--- config.mk ---
export PLATFORM = sky130hd
export DESIGN_NAME = mux_pair_gather
export DESIGN_NICKNAME = d
export VERILOG_FILES = /design/src/rtl/mux_pair_gather_pkg.sv /design/src/rtl/mux_pair_gather_sync_fifo_fwft.sv /design/src/rtl/mux_pair_gather.sv
export SDC_FILE = /design/constraint.sdc
export NUM_CORES = 1
export LEC_CHECK = 0
export ABC_AREA = 1
export CAP_MARGIN = 30
export CELL_PAD_IN_SITES_DETAIL_PLACEMENT = 0
export CELL_PAD_IN_SITES_GLOBAL_PLACEMENT = 1
export CORE_ASPECT_RATIO = 0.5
export CORE_MARGIN = 2
export CORE_UTILIZATION = 46
export CTS_CLUSTER_SIZE = 40
export DETAILED_ROUTE_END_ITERATION = 10
export GPL_TIMING_DRIVEN = 0
export PLACE_DENSITY = 0.95
export SYNTH_ARGS = -nofsm -noshare
export SYNTH_HDL_FRONTEND = slang
export SYNTH_SLANG_ARGS = --single-unit
--- constraint.sdc ---
create_clock -name clk -period 4.4 [get_ports clk]
set_input_delay 0.44 -clock clk [delete_from_list [all_inputs] [get_ports clk]]
set_output_delay 0.44 -clock clk [all_outputs]
set_load 0.1 [all_outputs]
--- src/rtl/mux_pair_gather_pkg.sv ---
// mux_pair_gather_pkg: shared constants for the A/B beat re-pairing block.
package mux_pair_gather_pkg;
    localparam int BEAT_W = 8;
    localparam int FIFO_DEPTH = 4;
    localparam logic PH_A = 1'b0;
    localparam logic PH_B = 1'b1;
endpackage

--- src/rtl/mux_pair_gather_sync_fifo_fwft.sv ---
// sync_fifo_fwft: first-word-through FIFO; a push into a full FIFO succeeds when a pop frees the slot.
module sync_fifo_fwft #(
    parameter int WIDTH = 16,
    parameter int DEPTH = 4
) (
    input  logic             clk,
    input  logic             rst,
    input  logic             push_i,
    input  logic [WIDTH-1:0] data_i,
    input  logic             pop_i,
    output logic [WIDTH-1:0] data_o,
    output logic             full_o,
    output logic             empty_o,
    output logic             push_ok_o
);
    localparam int AW = $clog2(DEPTH);
    logic [WIDTH-1:0] mem_q [DEPTH];
    logic [AW:0] wr_q, wr_d, rd_q, rd_d;
    logic pop_ok;
    assign empty_o = wr_q == rd_q;
    assign full_o = (wr_q[AW] != rd_q[AW]) && (wr_q[AW-1:0] == rd_q[AW-1:0]);
    assign pop_ok = pop_i && !empty_o;
    assign push_ok_o = push_i && (!full_o || pop_ok);
    assign data_o = empty_o ? '0 : mem_q[rd_q[AW-1:0]];
    always_comb begin
        wr_d = push_ok_o ? wr_q + 1'b1 : wr_q;
        rd_d = pop_ok ? rd_q + 1'b1 : rd_q;
    end
    always_ff @(posedge clk or posedge rst) begin
        if (rst) begin
            wr_q <= '0;
            rd_q <= '0;
        end else begin
            wr_q <= wr_d;
            rd_q <= rd_d;
        end
    end
    always_ff @(posedge clk) begin
        if (push_ok_o) mem_q[wr_q[AW-1:0]] <= data_i;
    end
endmodule

--- src/rtl/mux_pair_gather.sv ---
// mux_pair_gather: tracks the upstream 2:1 mux phase, re-pairs A/B beats into {B,A}
// words and queues them in a first-word-through FIFO with valid/ready output.
module mux_pair_gather
    import mux_pair_gather_pkg::*;
#(
    parameter int N = BEAT_W,
    parameter int DEPTH = FIFO_DEPTH,
    parameter int CNT_W = 32
) (
    input  logic             clk,
    input  logic             reset,
    input  logic             enable,
    input  logic [N-1:0]     data_in,
    output logic [2*N-1:0]   out_data,
    output logic             out_valid,
    input  logic             out_ready,
    output logic             overflow,
    output logic             orphan,
    output logic [CNT_W-1:0] pair_count
);
    logic phase_q, phase_d;
    logic [N-1:0] hold_q, hold_d;
    logic overflow_q, overflow_d;
    logic [CNT_W-1:0] cnt_q, cnt_d;
    logic push, push_ok, full, empty;
    assign push = enable && phase_q == PH_B;
    // An A beat left waiting when enable drops is the orphan case.
    assign orphan = !enable && phase_q == PH_B;
    assign out_valid = !empty;
    assign overflow = overflow_q;
    assign pair_count = cnt_q;
    always_comb begin
        phase_d = enable ? ~phase_q : PH_A;
        hold_d = (enable && phase_q == PH_A) ? data_in : hold_q;
        overflow_d = overflow_q || (push && !push_ok);
        cnt_d = cnt_q + CNT_W'(push_ok);
    end
    always_ff @(posedge clk or posedge reset) begin
        if (reset) begin
            phase_q <= PH_A;
            hold_q <= '0;
            overflow_q <= 1'b0;
            cnt_q <= '0;
        end else begin
            phase_q <= phase_d;
            hold_q <= hold_d;
            overflow_q <= overflow_d;
            cnt_q <= cnt_d;
        end
    end
    sync_fifo_fwft #(.WIDTH(2 * N), .DEPTH(DEPTH)) u_fifo (
        .clk      (clk),
        .rst      (reset),
        .push_i   (push),
        .data_i   ({data_in, hold_q}),
        .pop_i    (out_ready),
        .data_o   (out_data),
        .full_o   (full),
        .empty_o  (empty),
        .push_ok_o(push_ok)
    );
    logic unused_full;
    assign unused_full = full;
endmodule

==> out/qor.yml <==
power:
  p_per_area_mw_per_mm2: 735
  p_total_mw: 4.58
  ir_drop_v: 0.000405
  leakage_nw: 2.59
sta:
  fin_skew_ns: 0.00643
  maxSlewViolCount: 0
  fin_crit_sh: 0.779
  worst_pin_slew_ns: 1.01
  fmax_mhz: 292
  setup_viol: 0
  period_needed_ns: 3.43
  slew_headroom: 0.327
  finalSetupTns_ns: 0
  rsz0062_at_grt: "false"
  hold_viol: 0
  whs_ns: 0.359
critical_path:
  critical_path.max_stage_delay_ns: 1.12
  crit_end: "out_data[9]"
  end_kind: "primary output"
  reg2reg_to: "pair_count[30]"
  crit_fanout: 10
  worstPathRequired_ns: 3.96
  arrival_ns: 2.99
  startpoint: "u_fifo.rd_q[0]"
  slowest_stage: "clkdlybuf4s50_1"
  path_class: "reg -> out"
  crit_chain: "buf_4, inv_2, clkbuf_1, o21ai_0, o22ai_1, nand2_1, inv_1, clkdlybuf4s50_1"
  reg2regPathDepth: 17
  r2r_slack_ns: 1.83
  start_kind: "flip-flop"
  r2r-start: "u_fifo.rd_q[1]"
yosys:
  ys_types: 28
  ys_seq_elements: 112
  syn-num-nets: 546
  ys.warnings.count: 0
  syn_avg_cell_area_um2: 9.63
  syn_inst: 527
  synth_seq_area_share: 0.616
  syn_area_mm2: 0.00507
floorplan:
  initial_core_util: 0.466
  ios: 63
  die_w_um: 153
  dieHeight_um: 78.3
  die-area_mm2: 0.0119
  row_count: 27
  fp.coreArea_mm2: 0.0109
detailed_routing:
  drc: 0
  wl_per_cell_um: 14.7
  initialDrtViolationCount: 253
  dr.pass1.iters: 5
  via_per_inst: 4.95
  wl_um: 11100
  postRouteAntennaNets: 0
  vias: 3731
outcome:
  status: "finished clean"
run:
  maxCapViolations: 0
clocking:
  hold_buffers: 0
  cts_num_sinks: 112
  cts_root_buf: "clkbuf_16"
  cts_tree: "yes"
  cts_max_path_buffers: 2
  h-tree-depth: 3
  cts_buffers: 9
  insertion_delay_ns: 0.35
  postCtsSetupBuffers: 0
  postCtsResizedCells: 0
  clk_transition_reported_paths_ns: 0.07
place:
  gp_congestion: 0.862
  dp_hpwl_um: 7750
  placed_cells: 737
  port_buffers: 62
layout:
  layout_commonest_cell: "nand2_1"
  diodes: 0
  fin_cells: 753
  nets: 622
  drive_above_1_share: 0.0839
  fill_cells: 978
  final_cell_mix: "nand2_1, nor2_1, edfxtp_1"
  area_growth_pct: 22.7
worst_hold_path:
  hold_class: "in -> async"
global_route:
  antenna_found_initial: 0
  grt_max_degree: 37
  grt_overflow_total: 0
  grtUsageTotal: 0.198
  grt_pass1_vias: 3732
  grt_pass1_wl_um: 18300
-- kinds of logic after synthesis --
group	Yosys count	share of synthesized area
adders and majority gates	7	0.0173
AOI/OAI and AO/OA	50	0.0538
DFF	112	0.616
and+or+nand+nor	276	0.230
buffers and inverters	65	0.0528
xor gates and xnor gates	17	0.0308
-- cells in the mapped netlist --
| library cell | number | area [µm²] |
|---|---|---|
| nand2_1 | 155 | 582 |
| nor2_1 | 79 | 297 |
| edfxtp_1 | 64 | 1920 |
| inv_1 | 51 | 191 |
| dfrtp_1 | 48 | 1200 |
| o21ai_0 | 33 | 165 |
| nand3_1 | 19 | 95.1 |
| o22ai_1 | 16 | 100 |
| xor2_1 | 10 | 87.6 |
| ha_1 | 7 | 87.6 |
| nand2_2 | 6 | 37.5 |
| nor2_2 | 6 | 37.5 |
| xnor2_1 | 6 | 52.6 |
| buf_2 | 4 | 20.0 |
| nor2_4 | 4 | 45.0 |
| buf_4 | 3 | 22.5 |
| clkbuf_1 | 3 | 11.3 |
| nand2_4 | 2 | 22.5 |
| nand3b_1 | 2 | 15.0 |
| buf_1 | 1 | 3.75 |
| buf_6 | 1 | 11.3 |
| clkinv_1 | 1 | 3.75 |
| inv_2 | 1 | 3.75 |
| nand3_2 | 1 | 10.0 |
| nor2_8 | 1 | 20.0 |
| nor3_1 | 1 | 5.00 |
| o21bai_1 | 1 | 7.51 |
| xor2_2 | 1 | 16.3 |
-- layer usage --
metal / track usage / wire length, µm / vias to the layer above
met3: 0.0425 / 565 / 20
met5: 0 / 0 / -
li1: - / - / 1851
met4: 0.0741 / 263 / 0
met1: 0.256 / 4970 / 1758
met2: 0.332 / 5290 / 102
-- per-stage QoR --
| step | setup WS (ns) | util | cell area (µm²) |
|---|---|---|---|
| after floorplan | 2.09 | - | 5070 |
| after global placement | 1.35 | 0.540 | 5880 |
| after detailed placement | 1.34 | 0.544 | 5920 |
| after CTS | 0.949 | 0.572 | 6230 |
| after global routing | 0.829 | 0.572 | 6230 |
| final | 0.973 | 0.572 | 6230 |
-- state kept, by name (all words and copies together) (netlist names) --
name and cells:
u_fifo.mem_q 64, pair_count 32, hold_q 8, u_fifo.rd_q 3, u_fifo.wr_q 3, overflow 1, phase_q 1
-- power breakdown --
part	switching, mW	total (mW)	internal (mW)
logic	1.87	2.41	0.545
clock network	0.390	0.844	0.454
registers	0.0831	1.32	1.23
total	2.34	4.58	2.23
-- how the worst min path moves through the flow --
| stage | end | slack [ns] | cells after the start |
|---|---|---|---|
| global route | pair_count[6] | 0.38 | 2 |
| detailed placement | overflow | 0.49 | 1 |
| finish | pair_count[23] | 0.36 | 2 |
| floorplan | u_fifo.mem_q[0][0] | 0.48 | 0 |
| global placement | overflow | 0.47 | 1 |
| CTS | pair_count[23] | 0.36 | 2 |
-- worst max-delay path: cells and delay by family (launching register included) --
family / cells / cell delay (ns)
AND/OR/NAND/NOR: 1 / 0.07
flip-flops: 1 / 0.39
buffers and inverters: 5 / 1.85
AO/OA/AOI/OAI: 2 / 0.33
-- layout make-up --
type                            count  area, µm²  area share
Buffer                             12       68.8      0.0111
Clock buffer                        9        225      0.0362
Clock inverter                      7       82.6      0.0133
Inverter                           53        199      0.0319
Multi-Input combinational cell    350       1690       0.271
Sequential cell                   112       3120       0.502
Tap cell                          145        181      0.0291
Timing Repair Buffer               65        659       0.106
(Power assumes the default switching activity.)
